==> src/rtl/seq_match_fsm_pkg.sv <==
// Shared types and constants for the sequence-identifier match logic.
package seqid_pkg;

    typedef enum logic {
        FILL  = 1'b0,
        ARMED = 1'b1
    } state_t;

    localparam logic [3:0] DEFAULT_PATTERN = 4'b1011;

    // Width needed to count 0..n window bits.
    function automatic int fill_w(input int n);
        return $clog2(n + 1);
    endfunction

endpackage

==> src/rtl/seq_match_fsm_sat_counter.sv <==
// Saturating event counter with a sticky saturation flag; clear beats increment.
module sat_counter #(
    parameter int CNT_W = 8
) (
    input  logic             clk,
    input  logic             rst,
    input  logic             inc,
    input  logic             clr,
    output logic [CNT_W-1:0] count,
    output logic             sat
);

    localparam logic [CNT_W-1:0] CNT_MAX = '1;

    function automatic logic [CNT_W-1:0] sat_inc(input logic [CNT_W-1:0] value);
        if (value == CNT_MAX) begin
            return value;
        end
        return value + CNT_W'(1);
    endfunction

    logic [CNT_W-1:0] count_nxt;

    assign count_nxt = sat_inc(count);

    always_ff @(posedge clk or posedge rst) begin
        if (rst) begin
            count <= '0;
            sat   <= 1'b0;
        end else if (clr) begin
            count <= '0;
            sat   <= 1'b0;
        end else if (inc) begin
            count <= count_nxt;
            if (count_nxt == CNT_MAX) begin
                sat <= 1'b1;
            end
        end
    end

endmodule

==> src/rtl/seq_match_fsm.sv <==
// Compares the shift-register window against a programmable pattern, tracking
// window fill and emitting a registered match pulse plus a saturating count.
module seq_match_fsm
    import seqid_pkg::*;
#(
    parameter int                         SEQUENCE_SIZE = 4,
    parameter int                         CNT_W         = 8,
    parameter logic [SEQUENCE_SIZE-1:0]   PATTERN_RST   = DEFAULT_PATTERN
) (
    input  logic                     clk,
    input  logic                     rst,
    input  logic [SEQUENCE_SIZE-1:0] p_in,
    input  logic [SEQUENCE_SIZE-1:0] pattern,
    input  logic                     pattern_ld,
    input  logic                     overlap,
    input  logic                     count_clr,
    output logic                     match,
    output logic                     window_valid,
    output logic [CNT_W-1:0]         match_count,
    output logic                     sat
);

    localparam int                FILL_W    = fill_w(SEQUENCE_SIZE);
    localparam logic [FILL_W-1:0] FILL_FULL = FILL_W'(SEQUENCE_SIZE);
    localparam logic [FILL_W-1:0] FILL_ONE  = FILL_W'(1);

    state_t                     state, state_nxt;
    logic [FILL_W-1:0]          fill, fill_nxt;
    logic [SEQUENCE_SIZE-1:0]   pattern_q;
    logic                       hit_p0;
    logic                       match_p1;

    always_ff @(posedge clk or posedge rst) begin
        if (rst) begin
            state     <= FILL;
            fill      <= '0;
            pattern_q <= PATTERN_RST;
            match_p1  <= 1'b0;
        end else begin
            state    <= state_nxt;
            fill     <= fill_nxt;
            match_p1 <= hit_p0;
            if (pattern_ld) begin
                pattern_q <= pattern;
            end
        end
    end

    always_comb begin
        state_nxt = state;
        fill_nxt  = fill;
        hit_p0    = 1'b0;
        case (state)
            FILL: begin
                fill_nxt = fill + FILL_ONE;
                if (fill_nxt == FILL_FULL) begin
                    state_nxt = ARMED;
                end
            end
            ARMED: begin
                hit_p0 = (p_in == pattern_q);
                // Non-overlapping restart: the bit entering at this edge is the
                // first bit of the next window, so fill resumes at one.
                if (hit_p0 && !overlap) begin
                    fill_nxt  = FILL_ONE;
                    state_nxt = (FILL_ONE == FILL_FULL) ? ARMED : FILL;
                end
            end
            default: begin
                state_nxt = FILL;
                fill_nxt  = '0;
            end
        endcase
    end

    // ---- stage p1: registered match pulse and counter ----
    assign match        = match_p1;
    assign window_valid = (state == ARMED);

    sat_counter #(
        .CNT_W(CNT_W)
    ) u_sat_counter (
        .clk  (clk),
        .rst  (rst),
        .inc  (hit_p0),
        .clr  (count_clr),
        .count(match_count),
        .sat  (sat)
    );

endmodule

==> config.mk <==
export PLATFORM = sky130hd
export DESIGN_NAME = seq_match_fsm
export DESIGN_NICKNAME = d
export VERILOG_FILES = /design/src/rtl/seq_match_fsm_pkg.sv /design/src/rtl/seq_match_fsm_sat_counter.sv /design/src/rtl/seq_match_fsm.sv
export SDC_FILE = /design/constraint.sdc
export NUM_CORES = 1
export LEC_CHECK = 0
export ABC_AREA = 1
export BUFFER_PORTS_ARGS = -buffer_cell sky130_fd_sc_hd__buf_2
export CAP_MARGIN = 40
export CELL_PAD_IN_SITES_DETAIL_PLACEMENT = 0
export CELL_PAD_IN_SITES_GLOBAL_PLACEMENT = 1
export CORE_MARGIN = 2
export CORE_UTILIZATION = 40
export DETAILED_ROUTE_END_ITERATION = 7
export PLACE_DENSITY_LB_ADDON = 0.05
export SLEW_MARGIN = 20
export SYNTH_ARGS = -nofsm -noshare
export SYNTH_HDL_FRONTEND = slang
export SYNTH_SLANG_ARGS = --single-unit
export TNS_END_PERCENT = 50
==> constraint.sdc <==
create_clock -name clk -period 3.3 [get_ports clk]
set_input_delay 0.495 -clock clk [delete_from_list [all_inputs] [get_ports clk]]
set_output_delay 0.495 -clock clk [all_outputs]
set_load 0.1 [all_outputs]
# [Word level (Yosys, flattened, before mapping)]
# Index checks and enable logic that the tools add are counted.
[word_totals] register_bits=18 word_cells=33 input_bits=13 out_inout_bits=11
[op_classes] n_mux=14 addsub=2 bitwise=1 n_reduce_logical=5 eq_ne=5
[ops] operator="two-way mux 8 bit" n=4
[ops] operator="equality test 8 bit, second input constant" n=2
[ops] operator="adder 8 x 1 -> 8 bit, second input constant" n=1
[ops] operator="two-way mux 1 bit" n=7
[ops] operator="one-hot mux 3 bit (2 select lines)" n=1
[ops] operator="equality test 4 bit" n=1
[ops] operator="nonzero test 2 bit" n=2
[ops] operator="adder 3 x 1 -> 3 bit, second input constant" n=1
[ops] operator="equality test 3 bit, second input constant" n=1
[ops] operator="two-way mux 3 bit" n=1
[ops] operator="inequality test 2 x 1 -> 1 bit, second input constant" n=1
[ops] operator="one-hot mux 1 bit (2 select lines)" n=1
[ops] operator="AND reduction 2 bit" n=1
[ops] operator="logical AND 1 bit" n=1
[ops] operator="zero test 1 bit" n=1
[ops] operator="inverter 1 bit" n=1

# [Depth between registers and ports, before layout]
[logic_depth] word_depth=7 depth_mapped=11 depth_no_buf=11

# [Modules after synthesis]
# Synthesis repeated with hierarchy kept, for this count alone.
[hier_totals] hier_cells=144 area_unflattened_um2=1033.5
[modules_own_cells] mod="sat_counter" instances=1 seq_area_each_um2=225.2 area_each_um2=566.8 cells_each=83
[modules_own_cells] mod="seq_match_fsm" instances=1 seq_area_each_um2=229.0 area_each_um2=466.7 cells_each=61

# [Worst setup path after synthesis]
# OpenSTA, ideal clock, no wires.
[synth_timing] kind="register to register" startpoint="register u_sat_counter.count[0]" endpoint="register u_sat_counter.sat" t_arrival_ps=2123 required_time_ps=3227 setup_ps=73 path_stages_with_launch=10 synth_period_minus_slack_ps=2197 setup_slack_ps=1103 path_buffers=0 path_cell_list="dfrtp_1 ha_1 nand2_2 nor2_4 nand2_4 xor2_1 nand3_1 nor2_1 nand2_1 a21oi_2"
[synth_via] elab_chain_cells=6 elab_cells_between_ends=8 cone_classes="add/sub (1); eq/ne (2); mux (3); reduce/logical (2)"
[synth_lines] element="from (decl)" line="seq_match_fsm_sat_counter.sv:9" text="output logic [CNT_W-1:0] count,"
[synth_lines] element="from (signal assigned)" line="seq_match_fsm_sat_counter.sv:34" text="count <= count_nxt;"
[synth_lines] element="parallel branches: the longest is 2 deep, another holds adder 8 x 1 -> 8 bit"
[synth_lines] element="two-way mux 8 bit *" line="seq_match_fsm_sat_counter.sv:19" text="return value + CNT_W'(1);"
[synth_lines] element="equality test 8 bit *" line="seq_match_fsm_sat_counter.sv:35" text="if (count_nxt == CNT_MAX) begin"
[synth_lines] element="nonzero test 2 bit (no source line) *"
[synth_lines] element="AND reduction 2 bit (no source line) *"
[synth_lines] element="to (signal assigned)" line="seq_match_fsm_sat_counter.sv:29" text="sat <= 1'b0;"
[synth_lines] element="to (signal assigned)" line="seq_match_fsm_sat_counter.sv:32" text="sat <= 1'b0;"
[synth_lines] element="to (signal assigned)" line="seq_match_fsm_sat_counter.sv:36" text="sat <= 1'b1;"
[synth_lines] element="to (decl)" line="seq_match_fsm_sat_counter.sv:10" text="output logic sat"
# Every way passes the cells marked *. The select of a mux whose other input is x is not followed.
# A chain may end at the register's enable or synchronous reset.

# [Worst setup path in the final report]
[layout_timing] startpoint="register state, in the netlist window_valid" endpoint="output window_valid"
[layout_lines] element="from (decl)" line="seq_match_fsm.sv:27" text="state_t state, state_nxt;"
[layout_lines] element="from (signal assigned)" line="seq_match_fsm.sv:40" text="state <= state_nxt;"
[layout_lines] element="to (decl)" line="seq_match_fsm.sv:18" text="output logic window_valid,"
# No word-level cell between the ends.

==> flow_metrics.tcl <==
set metrics [dict create \
    synth_area_um2 1028 \
    yosys-top-cells-area "dfrtp_1 36%, nand2_1 11%, dfstp_2 7.7%" \
    reg2reg_depth 9 \
    slowest_stage "dfrtp_1" \
    crit_fanout 8 \
    synth.top_cells.by_count "31 x nand2_1, 19 x inv_1, 15 x dfrtp_1" \
    synth-edff-count 0 \
    gp_congestion 0.8118 \
    async_flop_share 1.000 \
    crit_arrival_ns 1.26 \
    start_kind "register" \
    grt_max_degree 19 \
    rsz0062_at_grt "false" \
    drc 0 \
    drt_iter0_drc 22 \
    cts_resized 0 \
    worst_pin_slew_ns 0.6767 \
    antenna_found_initial 0 \
    layout-drive-gt1-share 0.2968 \
    worst-path-buf-inv 1 \
    max_stage_delay_ns 0.49 \
    path_cells "buf_2" \
    initial_core_util 0.4190 \
    min_period_over_period 0.5326 \
    vdd_drop_max_mv 0.3993 \
    grt_pass1_wl_mm 3.470 \
    numCtsBuffers 3 \
    outcome "finished, final reports clean" \
    hold_path.class "in2async" \
    dieArea_um2 2993 \
    dpl.hpwl_mm 1.588 \
    yosys_warnings 0 \
    fill_cells 249 \
    post_cts_buffers 0 \
    endpoint_kind "output pin" \
    relSlewSlack 0.5484 \
    r2r-start "u_sat_counter.count[0]$_DFFE_PP0P_" \
    synth_cell_types 24 \
    synth-seq-cells 18 \
    grt_use_total 0.1636 \
    htreeDepth 1 \
    worstSetupPathType "reg2out" \
    final_net_count 172 \
    maxCapViolCount 0 \
    yosysMostFrequentCell "nand2_1" \
    viasPerCell 4.719 \
    placed_area_um2 1177 \
    p_leak_nw 0.6426 \
    crit_family "flip-flops" \
    tns_ns 0 \
    final_max_slew_viol_count 0 \
    path_clk_slew_ns 0.10 \
    ff2ff_setup_slack_ns 1.68 \
    setup_viol 0 \
    grt_pass1_vias 806 \
    dr.pass1.iters 4 \
    diodes 0 \
    whs_ns 0.2840 \
    netlist.area_leader.share 0.3650 \
    post-place-cells 181 \
    clk_path_buf_depth 2 \
    required_ns 2.80 \
    regArea_um2 454.2 \
    r2r_end "u_sat_counter.sat$_DFFE_PP0P_" \
    power_per_cell_area_nw_per_um2 490.2 \
    port_buffers 23 \
    syn2layout_area_growth_pct 18.00 \
    ant_nets 0 \
    wire_per_inst_um 11.07 \
    ctsHoldBuffers 0 \
    yosysTopAreaCell "dfrtp_1" \
    cts_tree "done" \
    postSynthAreaPerCell_um2 7.973 \
    fmax_ghz 0.5690 \
    grt_overflow 0 \
    yosysSeqAreaShare 0.4416 \
    clock_skew_ns 0.002922 \
    insertion_delay_ns 0.29 \
    hold_violations 0 \
    num_io_pins 24 \
    die_w_um 54.71 \
    wl_mm 2.048 \
    synth_nets 145 \
    cts.sinks 18 \
    die_h_um 54.71 \
    placementRows 18 \
    core_area_um2 2455 \
    vias 873 \
    synthFlopType "dfrtp_1" \
    syn_inst 129 \
    final_cells 185 \
    multiInputGateArea_um2 488.0 \
    cts-root-buf "clkbuf_4" \
    stdcell_area_um2 1214 \
    fin_crit_ns 1.758 \
]
[power breakdown]
group | internal, mW | switching [mW]
clock network | 0.0672 | 0.0672
registers | 0.254 | 0.0260
logic | 0.0527 | 0.127
[metal layers]
metal	wire length [µm]	vias to the layer above	global-route usage
li1	-	462	-
met1	1044	379	0.2254
met2	847	30	0.2361
met3	128	2	0.05191
met4	27	0	0.06250
met5	0	-	0
[logic make-up (layout without fill, tap and decap cells)]
kind of cell	Yosys count	in the layout	synth area share
flops	18	18	0.4416
fa+ha+maj	3	3	0.03650
compound gates	19	19	0.1119
xor+xnor	4	4	0.03406
buf+inv	23	49	0.08394
mux	1	1	0.01095
simple gates	61	61	0.2810
[state kept, by name, indices dropped and copies added (netlist names)]
signal               flops
pattern_q                4
window_valid             1
u_sat_counter.sat        1
fill                     3
u_sat_counter.count      8
match                    1
[cells in the final DEF, fill, tap and decap left out, types with 2 or more instances in the layout]
| cell | synthesis | layout |
|---|---|---|
| nand2_1 | 31 | 31 |
| xor2_1 | 4 | 4 |
| dfstp_2 | 3 | 3 |
| a21oi_2 | 2 | 2 |
| inv_2 | 2 | 2 |
| ha_1 | 3 | 3 |
| o22ai_1 | 2 | 2 |
| nor2_1 | 5 | 5 |
| buf_2 | 0 | 23 |
| clkbuf_4 | 0 | 3 |
| nand3_1 | 14 | 14 |
| nor2_2 | 3 | 3 |
| dfrtp_1 | 15 | 15 |
| nand2_2 | 3 | 3 |
| inv_1 | 19 | 19 |
| o21ai_0 | 13 | 13 |
[worst reg2reg max path, stage by stage (launching register included)]
cell and delay [ns]:
dfrtp_1 0.44, ha_1 0.21, nand2_2 0.09, nor2_4 0.13, nand2_4 0.10, xor2_1 0.19, nand3_1 0.09, nor2_1 0.11
nand2_1 0.08, a21oi_2 0.11
[worst max-delay path by stage]
stage	startpoint	endpoint	slack, ns	depth (start not counted)
floorplan	u_sat_counter.count[0]$_DFFE_PP0P_	u_sat_counter.sat$_DFFE_PP0P_	1.10	9
global placement	p_in[2]	u_sat_counter.sat$_DFFE_PP0P_	1.71	11
detailed placement	p_in[2]	u_sat_counter.sat$_DFFE_PP0P_	1.69	11
CTS	window_valid$_DFF_PP0_	window_valid	1.53	1
global route	window_valid$_DFF_PP0_	window_valid	1.44	1
finish	window_valid$_DFF_PP0_	window_valid	1.54	1
[area by class of cell]
class / instances / area share
Inverter: 22 / 0.06804
Sequential cell: 18 / 0.3742
Tap cell: 30 / 0.03093
Timing Repair Buffer: 23 / 0.09485
Clock buffer: 4 / 0.02990
Multi-Input combinational cell: 88 / 0.4021
[through the flow]
stage | power (mW) | setup WS [ns] | utilization
3_3_place_gp | 0.4570 | 1.706 | 0.4796
5_1_grt | 0.6406 | 1.443 | 0.4944
6_report | 0.5950 | 1.542 | 0.4944
3_5_place_dp | 0.4647 | 1.687 | 0.4796
2_1_floorplan | 0.4221 | 1.103 | -
4_1_cts | 0.6012 | 1.527 | 0.4944
No activity file was read; power rests on OpenSTA's default activity.
